**src/rtl/vga_sync_decoder.sv**
```systemverilog
// Receive-side VGA timing checker: rebuilds pixel X/Y from h_sync/v_sync alone,
// verifies every sync edge against the configured timing and reports lock state,
// timing violations and frame starts.
module vga_sync_decoder #(
    parameter int unsigned PIXEL_DISPLAY_BIT = 9,
    parameter int unsigned H_VISIBLE         = 640,
    parameter int unsigned H_FRONT           = 16,
    parameter int unsigned H_SYNC            = 96,
    parameter int unsigned H_BACK            = 48,
    parameter int unsigned V_VISIBLE         = 480,
    parameter int unsigned V_FRONT           = 10,
    parameter int unsigned V_SYNC            = 2,
    parameter int unsigned V_BACK            = 33,
    parameter bit          SYNC_ACTIVE       = 1'b0
) (
    input  logic                       clock_25,
    input  logic                       reset,
    input  logic                       h_sync,
    input  logic                       v_sync,
    output logic [PIXEL_DISPLAY_BIT:0] rx_x,
    output logic [PIXEL_DISPLAY_BIT:0] rx_y,
    output logic                       rx_display_area,
    output logic                       locked,
    output logic                       frame_start,
    output logic                       h_error,
    output logic                       v_error,
    output logic [7:0]                 error_count
);

    localparam int unsigned CW      = PIXEL_DISPLAY_BIT + 1;
    localparam int unsigned H_TOTAL = H_VISIBLE + H_FRONT + H_SYNC + H_BACK;
    localparam int unsigned V_TOTAL = V_VISIBLE + V_FRONT + V_SYNC + V_BACK;

    localparam logic [CW-1:0] HS_START = CW'(H_VISIBLE + H_FRONT);
    localparam logic [CW-1:0] HS_END   = CW'(H_VISIBLE + H_FRONT + H_SYNC);
    localparam logic [CW-1:0] VS_START = CW'(V_VISIBLE + V_FRONT);
    localparam logic [CW-1:0] VS_END   = CW'(V_VISIBLE + V_FRONT + V_SYNC);
    localparam logic [CW-1:0] H_LAST   = CW'(H_TOTAL - 1);
    localparam logic [CW-1:0] V_LAST   = CW'(V_TOTAL - 1);
    localparam logic [CW-1:0] H_VIS    = CW'(H_VISIBLE);
    localparam logic [CW-1:0] V_VIS    = CW'(V_VISIBLE);
    localparam logic [CW-1:0] ONE      = CW'(1);

    typedef enum logic [1:0] {
        StSearchH,
        StSearchV,
        StVerify,
        StLocked
    } state_e;

    state_e        state_q, state_d;
    logic          hs_prev_q, vs_prev_q;
    logic [CW-1:0] hc_q, hc_d;
    logic [CW-1:0] vc_q, vc_d;
    logic [CW-1:0] rx_x_q, rx_y_q;
    logic          h_err_q, h_err_d;
    logic          v_err_q, v_err_d;
    logic [7:0]    err_cnt_q, err_cnt_d;

    // Position of the pixel whose sync samples are on the inputs this cycle
    logic [CW-1:0] pos_x, pos_y;

    logic h_rise, h_fall, v_rise, v_fall;
    logic h_fail, v_fail;

    // Edge detection against the previous sample of each sync
    always_comb begin
        h_rise = (h_sync == SYNC_ACTIVE) && (hs_prev_q != SYNC_ACTIVE);
        h_fall = (h_sync != SYNC_ACTIVE) && (hs_prev_q == SYNC_ACTIVE);
        v_rise = (v_sync == SYNC_ACTIVE) && (vs_prev_q != SYNC_ACTIVE);
        v_fall = (v_sync != SYNC_ACTIVE) && (vs_prev_q == SYNC_ACTIVE);
    end

    // Timing checks: h edges must coincide exactly with their expected columns;
    // v edges may only appear at their expected column/line
    always_comb begin
        h_fail = (h_rise != (hc_q == HS_START)) || (h_fall != (hc_q == HS_END));
        v_fail = (v_rise && !((hc_q == '0) && (vc_q == VS_START))) ||
                 (v_fall && !((hc_q == '0) && (vc_q == VS_END)));
    end

    // Acquisition FSM, realignment and error accounting
    always_comb begin
        state_d   = state_q;
        pos_x     = hc_q;
        pos_y     = vc_q;
        h_err_d   = 1'b0;
        v_err_d   = 1'b0;
        err_cnt_d = err_cnt_q;
        unique case (state_q)
            StSearchH: begin
                if (h_rise) begin
                    pos_x   = HS_START;
                    state_d = StSearchV;
                end
            end
            StSearchV: begin
                if (v_rise) begin
                    if (hc_q == '0) begin
                        pos_y   = VS_START;
                        state_d = StVerify;
                    end else begin
                        state_d = StSearchH;
                    end
                end
            end
            StVerify: begin
                // A v edge that passes the checks is by construction at hc=0, vc=VS_START
                if (h_fail || v_fail) begin
                    state_d = StSearchH;
                end else if (v_rise) begin
                    state_d = StLocked;
                end
            end
            StLocked: begin
                if (h_fail || v_fail) begin
                    state_d = StSearchH;
                    h_err_d = h_fail;
                    v_err_d = v_fail;
                    if (err_cnt_q != 8'hFF) begin
                        err_cnt_d = err_cnt_q + 8'd1;
                    end
                end
            end
            default: state_d = StSearchH;
        endcase
    end

    // Counters advance from the (possibly realigned) current position
    always_comb begin
        hc_d = pos_x + ONE;
        vc_d = pos_y;
        if (pos_x == H_LAST) begin
            hc_d = '0;
            vc_d = (pos_y == V_LAST) ? '0 : pos_y + ONE;
        end
    end

    // State and output registers with synchronous reset
    always_ff @(posedge clock_25) begin
        if (reset) begin
            state_q   <= StSearchH;
            hs_prev_q <= ~SYNC_ACTIVE;
            vs_prev_q <= ~SYNC_ACTIVE;
            hc_q      <= '0;
            vc_q      <= '0;
            rx_x_q    <= '0;
            rx_y_q    <= '0;
            h_err_q   <= 1'b0;
            v_err_q   <= 1'b0;
            err_cnt_q <= 8'd0;
        end else begin
            state_q   <= state_d;
            hs_prev_q <= h_sync;
            vs_prev_q <= v_sync;
            hc_q      <= hc_d;
            vc_q      <= vc_d;
            rx_x_q    <= pos_x;
            rx_y_q    <= pos_y;
            h_err_q   <= h_err_d;
            v_err_q   <= v_err_d;
            err_cnt_q <= err_cnt_d;
        end
    end

    // Status outputs are qualified by lock
    always_comb begin
        locked          = (state_q == StLocked);
        rx_x            = rx_x_q;
        rx_y            = rx_y_q;
        rx_display_area = locked && (rx_x_q < H_VIS) && (rx_y_q < V_VIS);
        frame_start     = locked && (rx_x_q == '0) && (rx_y_q == '0);
        h_error         = h_err_q;
        v_error         = v_err_q;
        error_count     = err_cnt_q;
    end

endmodule

```
**config.mk**
```make
export PLATFORM = sky130hd
export DESIGN_NAME = vga_sync_decoder
export DESIGN_NICKNAME = d
export VERILOG_FILES = /design/src/rtl/vga_sync_decoder.sv
export SDC_FILE = /design/constraint.sdc
export NUM_CORES = 1
export LEC_CHECK = 0
export CAP_MARGIN = 25
export CORE_MARGIN = 2
export CORE_UTILIZATION = 53
export DETAILED_ROUTE_END_ITERATION = 10
export PLACE_DENSITY = 0.77
export SKIP_LAST_GASP = 1
export SLEW_MARGIN = 30
export SYNTH_ARGS = -nofsm -noshare
export SYNTH_HDL_FRONTEND = slang
export SYNTH_SLANG_ARGS = --single-unit
```
**constraint.sdc**
```tcl
create_clock -name clock_25 -period 3.4 [get_ports clock_25]
set_input_delay 0.34 -clock clock_25 [delete_from_list [all_inputs] [get_ports clock_25]]
set_output_delay 0.34 -clock clock_25 [all_outputs]
set_load 0.1 [all_outputs]
```
==> impl_metrics.json <==
{
  "whs_endpoint": "error_count[5]",
  "fp-row-count": 24,
  "grt_pass1_wl_um": 8580,
  "synthesis.area_um2": 2390,
  "rrSetupSlack_ns": 0.66,
  "whs_ns": 0.508,
  "crit_start": "h_sync",
  "die_x_um": 71.2,
  "cts_sinks": 54,
  "critPathRequiredTime_ns": 3.65,
  "timing.rr.end": "vc_q[7]",
  "worst_pin_slew_ns": 0.979,
  "synth-edff-count": 0,
  "clockBufferDepth": 2,
  "p_int_mw": 0.844,
  "yosysUniqueCellTypes": 56,
  "worst-setup-path-type": "in -> reg",
  "final_common_cell": "dfxtp_1",
  "netSwitchingFraction": 0.282,
  "min_path_cells": 2,
  "place_hpwl_um": 3600,
  "coreArea_um2": 4350,
  "drtIter0Drc": 91,
  "async_flop_share": 0,
  "drc": 0,
  "synth_area_per_cell_um2": 9.12,
  "hold_viol": 0,
  "crit_fanout": 8,
  "postCtsSetupRepairBufs": 0,
  "die_y_um": 71.2,
  "final.setup.tns_ns": 0,
  "power_per_cell_area_nw_per_um2": 414,
  "nets": 303,
  "start_kind": "input port",
  "synth-compound-area-share": 0.116,
  "cts_root_buffer": "clkbuf_8",
  "grt_util_all_layers": 0.212,
  "synth.net_count": 269,
  "p_seq_frac": 0.567,
  "rsz0062_at_grt": "no",
  "htreeDepth": 2,
  "grt-ovfl-total": 0,
  "cts_hold_buf": 0,
  "power_leakage_nw": 1.03,
  "setup_viol": 0,
  "gp_congestion": 0.887,
  "ir_drop_mv": 0.192,
  "vias": 2036,
  "postRouteAntennaNets": 0,
  "syn2layout_area_growth_pct": 18.8,
  "synth_ff_type": "dfxtp_1",
  "relSlewSlack": 0.345,
  "yosys-mux-area-fraction": 0.00419,
  "port-buffer-count": 36,
  "cap_violations": 0,
  "antenna_found_initial": 0,
  "clock_latency_ns": 0.32,
  "r2r_cells": 9,
  "synthSimpleGateAreaFrac": 0.298,
  "cts_buffers": 5,
  "wirelength_um": 4940,
  "netSwitchingPower_mw": 0.332,
  "synth.yosys.seq_area_share": 0.452,
  "synth_top_family_by_area": "simple AND/OR/NAND/NOR gates",
  "finalCritPeriodShare": 0.833,
  "start_util": 0.549,
  "fin_worst_skew_ns": 0.00379,
  "grt_pass1_vias": 1826,
  "diodes": 0,
  "combPwrFrac": 0.122,
  "r2r_start": "state_q[1]",
  "synth_area_leaders": "dfxtp_1, nor2_1, xor2_1",
  "grt_max_degree": 20,
  "min_path_type": "reg -> reg",
  "finalMaxSlewViolations": 0,
  "wire_per_inst_um": 14.2,
  "cts_tree": "built",
  "nFillCells": 369,
  "via_per_inst": 5.83,
  "drive_gt1_frac": 0.0976,
  "clk_pin_slew_worst_paths_ns": 0.10,
  "layout_common_cells": "dfxtp_1, nor2_1, clkdlybuf4s50_1, nand2_1, a21oi_1",
  "status": "completed",
  "yosysTopAreaCell": "dfxtp_1",
  "yosysWarnings": 0,
  "max_freq_ghz": 0.353,
  "end_kind": "flip-flop",
  "synthAdderAreaFrac": 0.0157,
  "power_frac_clock": 0.312,
  "first_pass_iters": 6,
  "synthCells": 262,
  "die_area_um2": 5060,
  "hp-start": "error_count[5]",
  "synth.top_cell.area_share": 0.452,
  "finalCriticalPeriod_ns": 2.83,
  "post_cts_resized": 0,
  "cp.arrival_ns": 3.08,
  "synth_xor_area_frac": 0.0623,
  "synth-seq-cells": 54,
  "io_pins": 37
}
[routing by layer]
metal | GRT usage | wire length [um] | up-vias
met4 | 0.0755 | 67 | 0
met1 | 0.295 | 2280 | 964
li1 | - | - | 1006
met3 | 0.0541 | 309 | 6
met5 | 0 | 0 | -
met2 | 0.321 | 2290 | 60
[registers in the layout, indices dropped and copies added (netlist names)]
name / flops
state_q: 2
h_error: 1
rx_x: 10
hs_prev_q: 1
error_count: 8
vs_prev_q: 1
v_error: 1
vc_q: 10
rx_y: 10
hc_q: 10
[critical path, stage by stage]
cell             delay (ns)
clkdlybuf4s50_1        0.58
nor4b_2                0.13
nor2b_1                0.21
ha_1                   0.26
nand4_1                0.12
nor4_1                 0.46
nand3_1                0.12
or3_1                  0.39
or3_1                  0.32
a31oi_1                0.15
[power groups by stage]
stage | sequential, mW | combinational, mW | clock, mW
2_1_floorplan | 0.722 | 0.0717 | 0
3_3_place_gp | 0.681 | 0.142 | 0
3_5_place_dp | 0.681 | 0.144 | 0
6_report | 0.667 | 0.143 | 0.367
5_1_grt | 0.670 | 0.154 | 0.405
4_1_cts | 0.666 | 0.144 | 0.377
[cells by family after synthesis]
group,after synthesis
muxes,1
adders and majority gates,3
DFF,54
xor gates and xnor gates,17
and+or+nand+nor,127
buffers and inverters,21
AOI/OAI and AO/OA,39
[metrics by stage]
stage                     area (um^2)  power [mW]  instances  setup slack [ns]  utilization
final                            2840        1.18        349             0.567        0.652
after global routing             2840        1.23        349             0.358        0.652
after CTS                        2840        1.19        349             0.549        0.652
after detailed placement         2740       0.825        341             0.225        0.630
after global placement           2740       0.823        341             0.327        0.630
after floorplan                  2390       0.793        262             0.515            -
[cells in the mapped netlist, drive strengths merged (2+ instances only)]
cell type / count
dfxtp: 54
nor2: 38
nand2: 16
a21oi: 13
nand3: 12
nor4: 9
xor2: 9
inv: 8
or4: 8
xnor2: 8
clkbuf: 7
and2: 6
nor3: 6
o31ai: 6
buf: 5
nand4: 5
nor3b: 4
nor4b: 4
o21ai: 4
or3: 4
ha: 3
nor2b: 3
or2: 3
a211oi: 2
nand4b: 2
o31a: 2
o41ai: 2
[final cells by class]
cell class              count  area, um^2  area share
clock buffers               5        68.8      0.0242
well taps                  52        65.1      0.0229
clock inverters             3        26.3     0.00926
repair buffers             40         383       0.135
multi-input cells         187        1180       0.417
inverters                   8        30.0      0.0106
flip-flops and latches     54        1080       0.381
[worst max-delay path by stage]
stage	end	depth (start not counted)
finish	vc_q[7]	10
global route	vc_q[7]	10
CTS	vc_q[7]	10
global placement	vc_q[7]	10
floorplan	rx_display_area	3
detailed placement	vc_q[7]	10
Power figures use the tool's default switching activity.
